[src/rtl/lock_pkg.sv]
// rtl/lock_pkg.sv - shared defaults, key FSM states and key-code type for the lock datapath
//
// Purpose : common definitions used by key_conditioner, key_debounce_cell and
//           the downstream lock FSM (which reuses key_code_t).
// Ports   : none (package).
// Config  : KEY_MULTI_REJECT_EN is consumed by key_conditioner, not here.

package lock_pkg;

  localparam int NKEYS_DEF           = 4;
  localparam int DEBOUNCE_CYCLES_DEF = 500_000;
  localparam int KEY_CODE_W          = (NKEYS_DEF > 1) ? $clog2(NKEYS_DEF) : 1;

  typedef enum logic [1:0] {
    RELEASED        = 2'd0,
    CONFIRM_PRESS   = 2'd1,
    HELD            = 2'd2,
    CONFIRM_RELEASE = 2'd3
  } key_state_t;

  typedef logic [KEY_CODE_W-1:0] key_code_t;

  // Width of a counter that must be able to hold the value n.
  function automatic int cnt_width(input int n);
    return (n < 1) ? 1 : $clog2(n + 1);
  endfunction

endpackage

[src/rtl/key_debounce_cell.sv]
// rtl/key_debounce_cell.sv - per-key synchroniser, debounce FSM and saturating counter
//
// Purpose : conditions one active-low raw pushbutton into a debounced level
//           and a next-cycle press indication.
// Ports   :
//   i_clk       system clock
//   i_rst_n     asynchronous active-low reset
//   i_key_n     raw button, active-low, asynchronous to i_clk
//   o_level     debounced level, active-high (1 = held)
//   o_press_nxt combinational: press is being accepted at the coming edge;
//               the parent registers it so the event and the encoder share a stage

module key_debounce_cell
  import lock_pkg::*;
#(
  parameter int DEBOUNCE_CYCLES = DEBOUNCE_CYCLES_DEF
) (
  input  logic i_clk,
  input  logic i_rst_n,
  input  logic i_key_n,
  output logic o_level,
  output logic o_press_nxt
);

  localparam int               CNT_W   = cnt_width(DEBOUNCE_CYCLES);
  localparam logic [CNT_W-1:0] CNT_MAX = CNT_W'(DEBOUNCE_CYCLES);
  localparam logic [CNT_W-1:0] CNT_ONE = CNT_W'(1);

  logic             r_sync1;
  logic             r_sync2;
  key_state_t       r_state;
  key_state_t       w_state_nxt;
  logic [CNT_W-1:0] r_cnt;
  logic [CNT_W-1:0] w_cnt_nxt;
  logic [CNT_W-1:0] w_cnt_inc;
  logic             w_pressed;
  logic             w_press_nxt;

  // Synchroniser resets to "released" so a key held through reset is
  // seen as a fresh press and debounced from scratch.
  always_ff @(posedge i_clk or negedge i_rst_n) begin
    if (!i_rst_n) begin
      r_sync1 <= 1'b1;
      r_sync2 <= 1'b1;
    end else begin
      r_sync1 <= i_key_n;
      r_sync2 <= r_sync1;
    end
  end

  assign w_pressed = ~r_sync2;

  // Saturating increment; the counter never wraps even if held at the limit.
  assign w_cnt_inc = (r_cnt == CNT_MAX) ? CNT_MAX : r_cnt + CNT_ONE;

  always_ff @(posedge i_clk or negedge i_rst_n) begin
    if (!i_rst_n) begin
      r_state <= RELEASED;
      r_cnt   <= '0;
    end else begin
      r_state <= w_state_nxt;
      r_cnt   <= w_cnt_nxt;
    end
  end

  always_comb begin
    w_state_nxt = r_state;
    w_cnt_nxt   = r_cnt;
    w_press_nxt = 1'b0;
    case (r_state)
      RELEASED: begin
        if (w_pressed) begin
          w_state_nxt = CONFIRM_PRESS;
          w_cnt_nxt   = CNT_ONE;
        end
      end
      CONFIRM_PRESS: begin
        if (!w_pressed) begin
          // Bounce: drop all credit and start over.
          w_state_nxt = RELEASED;
          w_cnt_nxt   = '0;
        end else if (w_cnt_inc == CNT_MAX) begin
          w_state_nxt = HELD;
          w_cnt_nxt   = '0;
          w_press_nxt = 1'b1;
        end else begin
          w_cnt_nxt = w_cnt_inc;
        end
      end
      HELD: begin
        if (!w_pressed) begin
          w_state_nxt = CONFIRM_RELEASE;
          w_cnt_nxt   = CNT_ONE;
        end
      end
      CONFIRM_RELEASE: begin
        if (w_pressed) begin
          w_state_nxt = HELD;
          w_cnt_nxt   = '0;
        end else if (w_cnt_inc == CNT_MAX) begin
          w_state_nxt = RELEASED;
          w_cnt_nxt   = '0;
        end else begin
          w_cnt_nxt = w_cnt_inc;
        end
      end
      default: begin
        w_state_nxt = RELEASED;
        w_cnt_nxt   = '0;
      end
    endcase
  end

  // The key counts as held until its release is fully confirmed.
  assign o_level     = (r_state == HELD) || (r_state == CONFIRM_RELEASE);
  assign o_press_nxt = w_press_nxt;

endmodule

[src/rtl/key_conditioner.sv]
// rtl/key_conditioner.sv - debounced pushbutton front end producing one key event per press
//
// Purpose : synchronises and debounces NKEYS active-low buttons, then encodes
//           accepted presses into single-cycle key events for the lock FSM.
// Ports   :
//   clk        system clock
//   reset      asynchronous active-low reset
//   key_raw    raw buttons, active-low (1 = released), asynchronous
//   key_level  debounced state per key, active-high
//   key_press  one-cycle pulse per key on accepted press
//   key_valid  one-cycle pulse: a single key event this cycle
//   key_code   index of the pressed key, valid with key_valid, held otherwise
//   multi_err  one-cycle pulse: two or more keys accepted in the same cycle
// Config  : KEY_MULTI_REJECT_EN - when defined, same-cycle collisions raise
//           multi_err and suppress key_valid; when undefined the lowest-index
//           key wins and multi_err is constant 0.

module key_conditioner
  import lock_pkg::*;
#(
  parameter int NKEYS           = NKEYS_DEF,
  parameter int DEBOUNCE_CYCLES = DEBOUNCE_CYCLES_DEF,
  parameter int CODE_W          = (NKEYS > 1) ? $clog2(NKEYS) : 1
) (
  input  logic              clk,
  input  logic              reset,
  input  logic [NKEYS-1:0]  key_raw,
  output logic [NKEYS-1:0]  key_level,
  output logic [NKEYS-1:0]  key_press,
  output logic              key_valid,
  output logic [CODE_W-1:0] key_code,
  output logic              multi_err
);

  logic [NKEYS-1:0]  w_press_nxt;
  logic [NKEYS-1:0]  r_press;
  logic              r_valid;
  logic [CODE_W-1:0] r_code;
  logic              r_multi;
  logic              w_valid_nxt;
  logic [CODE_W-1:0] w_code_nxt;
  logic              w_multi_nxt;
  logic [CODE_W-1:0] w_low_idx;

  genvar g;
  generate
    for (g = 0; g < NKEYS; g++) begin : g_key
      key_debounce_cell #(
        .DEBOUNCE_CYCLES (DEBOUNCE_CYCLES)
      ) u_cell (
        .i_clk       (clk),
        .i_rst_n     (reset),
        .i_key_n     (key_raw[g]),
        .o_level     (key_level[g]),
        .o_press_nxt (w_press_nxt[g])
      );
    end
  endgenerate

  // Lowest set index of the presses being accepted this edge.
  always_comb begin
    w_low_idx = '0;
    for (int i = NKEYS - 1; i >= 0; i--) begin
      if (w_press_nxt[i]) begin
        w_low_idx = CODE_W'(i);
      end
    end
  end

`ifdef KEY_MULTI_REJECT_EN
  localparam int PC_W = $clog2(NKEYS + 1);
  logic [PC_W-1:0] w_pop;

  always_comb begin
    w_pop = '0;
    for (int i = 0; i < NKEYS; i++) begin
      w_pop = w_pop + PC_W'(w_press_nxt[i]);
    end
  end

  always_comb begin
    w_valid_nxt = 1'b0;
    w_multi_nxt = 1'b0;
    w_code_nxt  = r_code;
    if (w_pop == PC_W'(1)) begin
      w_valid_nxt = 1'b1;
      w_code_nxt  = w_low_idx;
    end else if (w_pop > PC_W'(1)) begin
      // Collision: flag it and leave the previous code in place.
      w_multi_nxt = 1'b1;
    end
  end
`else
  always_comb begin
    w_valid_nxt = 1'b0;
    w_multi_nxt = 1'b0;
    w_code_nxt  = r_code;
    if (|w_press_nxt) begin
      w_valid_nxt = 1'b1;
      w_code_nxt  = w_low_idx;
    end
  end
`endif

  // Press pulses and encoder outputs share one register stage so that
  // key_valid/key_code/multi_err line up with key_press.
  always_ff @(posedge clk or negedge reset) begin
    if (!reset) begin
      r_press <= '0;
      r_valid <= 1'b0;
      r_code  <= '0;
      r_multi <= 1'b0;
    end else begin
      r_press <= w_press_nxt;
      r_valid <= w_valid_nxt;
      r_code  <= w_code_nxt;
      r_multi <= w_multi_nxt;
    end
  end

  assign key_press = r_press;
  assign key_valid = r_valid;
  assign key_code  = r_code;
  assign multi_err = r_multi;

endmodule

[config.mk]
export PLATFORM = sky130hd
export DESIGN_NAME = key_conditioner
export DESIGN_NICKNAME = d
export VERILOG_FILES = /design/src/rtl/lock_pkg.sv /design/src/rtl/key_debounce_cell.sv /design/src/rtl/key_conditioner.sv
export SDC_FILE = /design/constraint.sdc
export NUM_CORES = 1
export LEC_CHECK = 0
export ABC_AREA = 1
export CAP_MARGIN = 5
export CORE_MARGIN = 1.5
export CORE_UTILIZATION = 50
export CTS_BUF_LIST = sky130_fd_sc_hd__clkbuf_4
export DETAILED_ROUTE_END_ITERATION = 10
export PLACE_DENSITY = 0.67
export SLEW_MARGIN = 25
export SYNTH_ARGS = -nofsm -noshare
export SYNTH_HDL_FRONTEND = slang
export SYNTH_HIERARCHICAL = 1
export SYNTH_SLANG_ARGS = --single-unit
[constraint.sdc]
create_clock -name clk -period 4.7 [get_ports clk]
set_clock_uncertainty 0.1 [all_clocks]
set_input_delay 1.41 -clock clk [delete_from_list [all_inputs] [get_ports clk]]
set_output_delay 1.41 -clock clk [all_outputs]
set_load 0.05 [all_outputs]
==> key figures <==
Synthesis
  – Post-synth top area share: approximately a third
  – Yosys cell types: 29
  – EDFF count, synth: 0
  – Most common cell in the synthesized netlist: nand2_1
  – Post-synthesis sequential area ratio: 37.4%
  – Ys async rst share: 100%
  – Leading area contributor after synthesis: dfrtp_1
  – Top cells by count, synth: nand2_1, inv_1, nor2_1, dfrtp_1, nand3_1
  – Yosys warning total: 6
  – Post-Syn Area: between 0.006 and 0.007 mm2
  – Post-Synthesis Cells: 986
  – Avg Cell Area, Syn: roughly 6.7 um2
  – Largest cells by area after synthesis: dfrtp_1, nand2_1, inv_1
  – FF+latch count, synth: between 90 and 100
  – Syn_nets: 1000
  – Top_reg_cell synth: dfrtp_1

Routing
  – Iter 0 DRT Violations: 557
  – Final WL: 15800 um
  – DR vias/cell: 5.31
  – Drt first pass iters: 7
  – WL/cell: around 14 um
  – Via count: around 6200
  – Detailed-route DRC error count: 0
  – Antenna Violating Nets Remaining: 0

Cells and area
  – Final core utilization: 54.8%
  – Fillers: 1267
  – Nets: roughly 1000
  – Post-route cell area: 0.00700 mm2
  – Share of cells above drive strength 1: about 8.3%
  – Layout area overhead: 5.25%

Timing
  – Final Max Slew Viols: 0
  – Fmax: 0.310 GHz
  – Slew @ Worst Pin: around 0.8 ns
  – Slew margin rel.: between 40% and 50%
  – TNS Setup: 0 ns
  – RSZ-0062 raised after global routing: no
  – Final period utilization: between 60% and 70%
  – Final setup viols: 0
  – Final hold vios: 0
  – WHS: 0.273 ns
  – Fin crit period: around 3.2 ns

Pwr
  – Worst vdd ir: between 0.3 and 0.4 mV
  – PwrDens: about 310 mW/mm2
  – Leak: 2.93 nW

Worst setup path
  – Crit. End Element: output pin
  – Critical path type: flip-flop to output pin
  – CP Launch Point: key_code[0]
  – Cells along the critical path: clkdlybuf4s50_1
  – Worst r2r src: g_key[3].u_cell/r_cnt[1]
  – Crit path to: key_code[0]
  – Crit path largest cell delay: 0.82 ns
  – R2r worst-path depth: 14
  – Worst Path Max Fanout: 2
  – WP buf/inv: 1
  – CP Launch Type: flip-flop
  – CP required: ~3.2 ns
  – Critical Path Slowest Stage Cell: clkdlybuf4s50_1
  – Top cell family by delay on the critical path: buffers and inverters
  – R2R Setup Slk: approximately 2.1 ns
  – Worst EP arrival: 1.72 ns
  – Critical path depth: 1

GRT
  – Vias in the first global route: around 5600
  – Largest net degree at the start of global routing: 57
  – Gr ovfl total: 0
  – First-pass GRT wire length: between 20000 and 30000 um
  – Total track usage: roughly a quarter
  – Initial antenna violation count: 1

Clock network
  – CTS Buffer Depth: 2
  – Post-CTS setup buffers: 0
  – Reg clk slew, reported paths: ~0.18 ns
  – Later-pin clock latency in the skew report: a little under 0.5 ns
  – Post-CTS Resized: 0
  – CTS sink count: 99
  – Root Buffer: clkbuf_4
  – CTS tree: yes
  – CTS Hold Bufs: 0
  – CTS H-tree depth: 3
  – TritonCTS Buffers: 9

Place
  – Detailed Place HPWL: approximately 11000 um
  – # port buffers: 16
  – Placer Congestion: 0.891
  – Placed Area: around 0.0069 mm2

Floorplanning
  – Die Area: ~0.014 mm2
  – Die width: about 120 um
  – CORE AREA: 0.0128 mm2
  – Die height: 118 um
  – Starting density of the core: between 50% and 60%
  – Row count: 41
  – # IOs: 18

Run status
  – Status: finished clean

Job
  – Max_cap viols: 0

Min path
  – Worst hold path class: flip-flop to flip-flop
-- per-stage QoR --
stage / power (mW) / setup WS, ns / cells
floorplan: 1.62 / 2.38 / 986
global placement: 1.76 / 2.02 / 1148
detailed placement: 1.77 / 2.00 / 1148
CTS: 2.21 / 1.43 / 1164
global route: 2.35 / 1.36 / 1165
finish: 2.20 / 1.47 / 1165
-- flip-flops by register name, summed over array words and instances (netlist names), named ones only --
signal	count
g_key.u_cell/r_sync1	4
g_key.u_cell/r_cnt	76
key_code	2
key_press	4
key_valid	1
g_key.u_cell/r_state	4
g_key.u_cell/r_sync2	4
-- final cells by class --
class / instances / area, um2 / share of cell area [%]
multi-input cells: 727 / 3500 / 50.0
flip-flops and latches: 99 / 2490 / 35.5
diodes: 1 / 2.50 / 0.0358
inverters: 132 / 495 / 7.08
clock buffers: 9 / 67.6 / 0.965
repair buffers: 18 / 173 / 2.47
clock inverters: 7 / 61.3 / 0.876
well taps: 172 / 215 / 3.07
-- power breakdown --
part / total [mW] / switching (mW) / internal [mW] / leakage, nW
Clock: 0.444 / 0.325 / 0.120 / 0.0720
Combinational: 0.657 / 0.482 / 0.175 / 1.53
Sequential: 1.10 / 0.176 / 0.922 / 1.33
Total: 2.20 / 0.982 / 1.22 / 2.93
-- worst min-delay path by stage --
stage	startpoint	slack [ns]	end	depth (start not counted)
final	g_key[1].u_cell/r_sync1	0.27	g_key[1].u_cell/r_sync2	0
after floorplan	g_key[0].u_cell/r_sync1	0.25	g_key[0].u_cell/r_sync2	0
after global routing	g_key[0].u_cell/r_sync1	0.27	g_key[0].u_cell/r_sync2	0
after global placement	g_key[0].u_cell/r_sync1	0.25	g_key[0].u_cell/r_sync2	0
after CTS	g_key[1].u_cell/r_sync1	0.27	g_key[1].u_cell/r_sync2	0
after detailed placement	g_key[0].u_cell/r_sync1	0.25	g_key[0].u_cell/r_sync2	0
-- layer usage --
layer	global-route usage (%)	part of all wire, %	up-vias
met5	0	0	-
met4	6.17	1.3	0
met3	4.39	5.2	22
met2	35.8	44	158
met1	34.6	49	2798
li1	-	-	3203
-- cells by family after synthesis --
group	count (synthesis)	synth area share (%)
AOI/OAI and AO/OA	112	9.76
DFF	99	37.4
adders and majority gates	8	1.51
buffers and inverters	160	10.0
xor gates and xnor gates	14	1.96
other	1	0.0564
and+or+nand+nor	592	39.3
-- layout by cell type (no fill, tap or decap), drive strengths merged --
| cell | netlist | final |
|---|---|---|
| o21ai | 26 | 26 |
| o22ai | 66 | 66 |
| a21oi | 19 | 19 |
| dfrtp | 91 | 91 |
| nand4 | 37 | 37 |
| buf | 16 | 3 |
| nor3 | 7 | 7 |
| nand2 | 324 | 324 |
| a21boi | 1 | 1 |
| diode | 0 | 1 |
| xor2 | 14 | 14 |
| dfstp | 8 | 8 |
| clkdlybuf4s50 | 0 | 15 |
| conb | 1 | 1 |
| nand3 | 93 | 93 |
| nor2 | 130 | 130 |
| or2 | 1 | 1 |
| inv | 126 | 129 |
| clkinv | 6 | 10 |
| clkbuf | 12 | 9 |
| ha | 8 | 8 |
(Power assumes the default switching activity.)
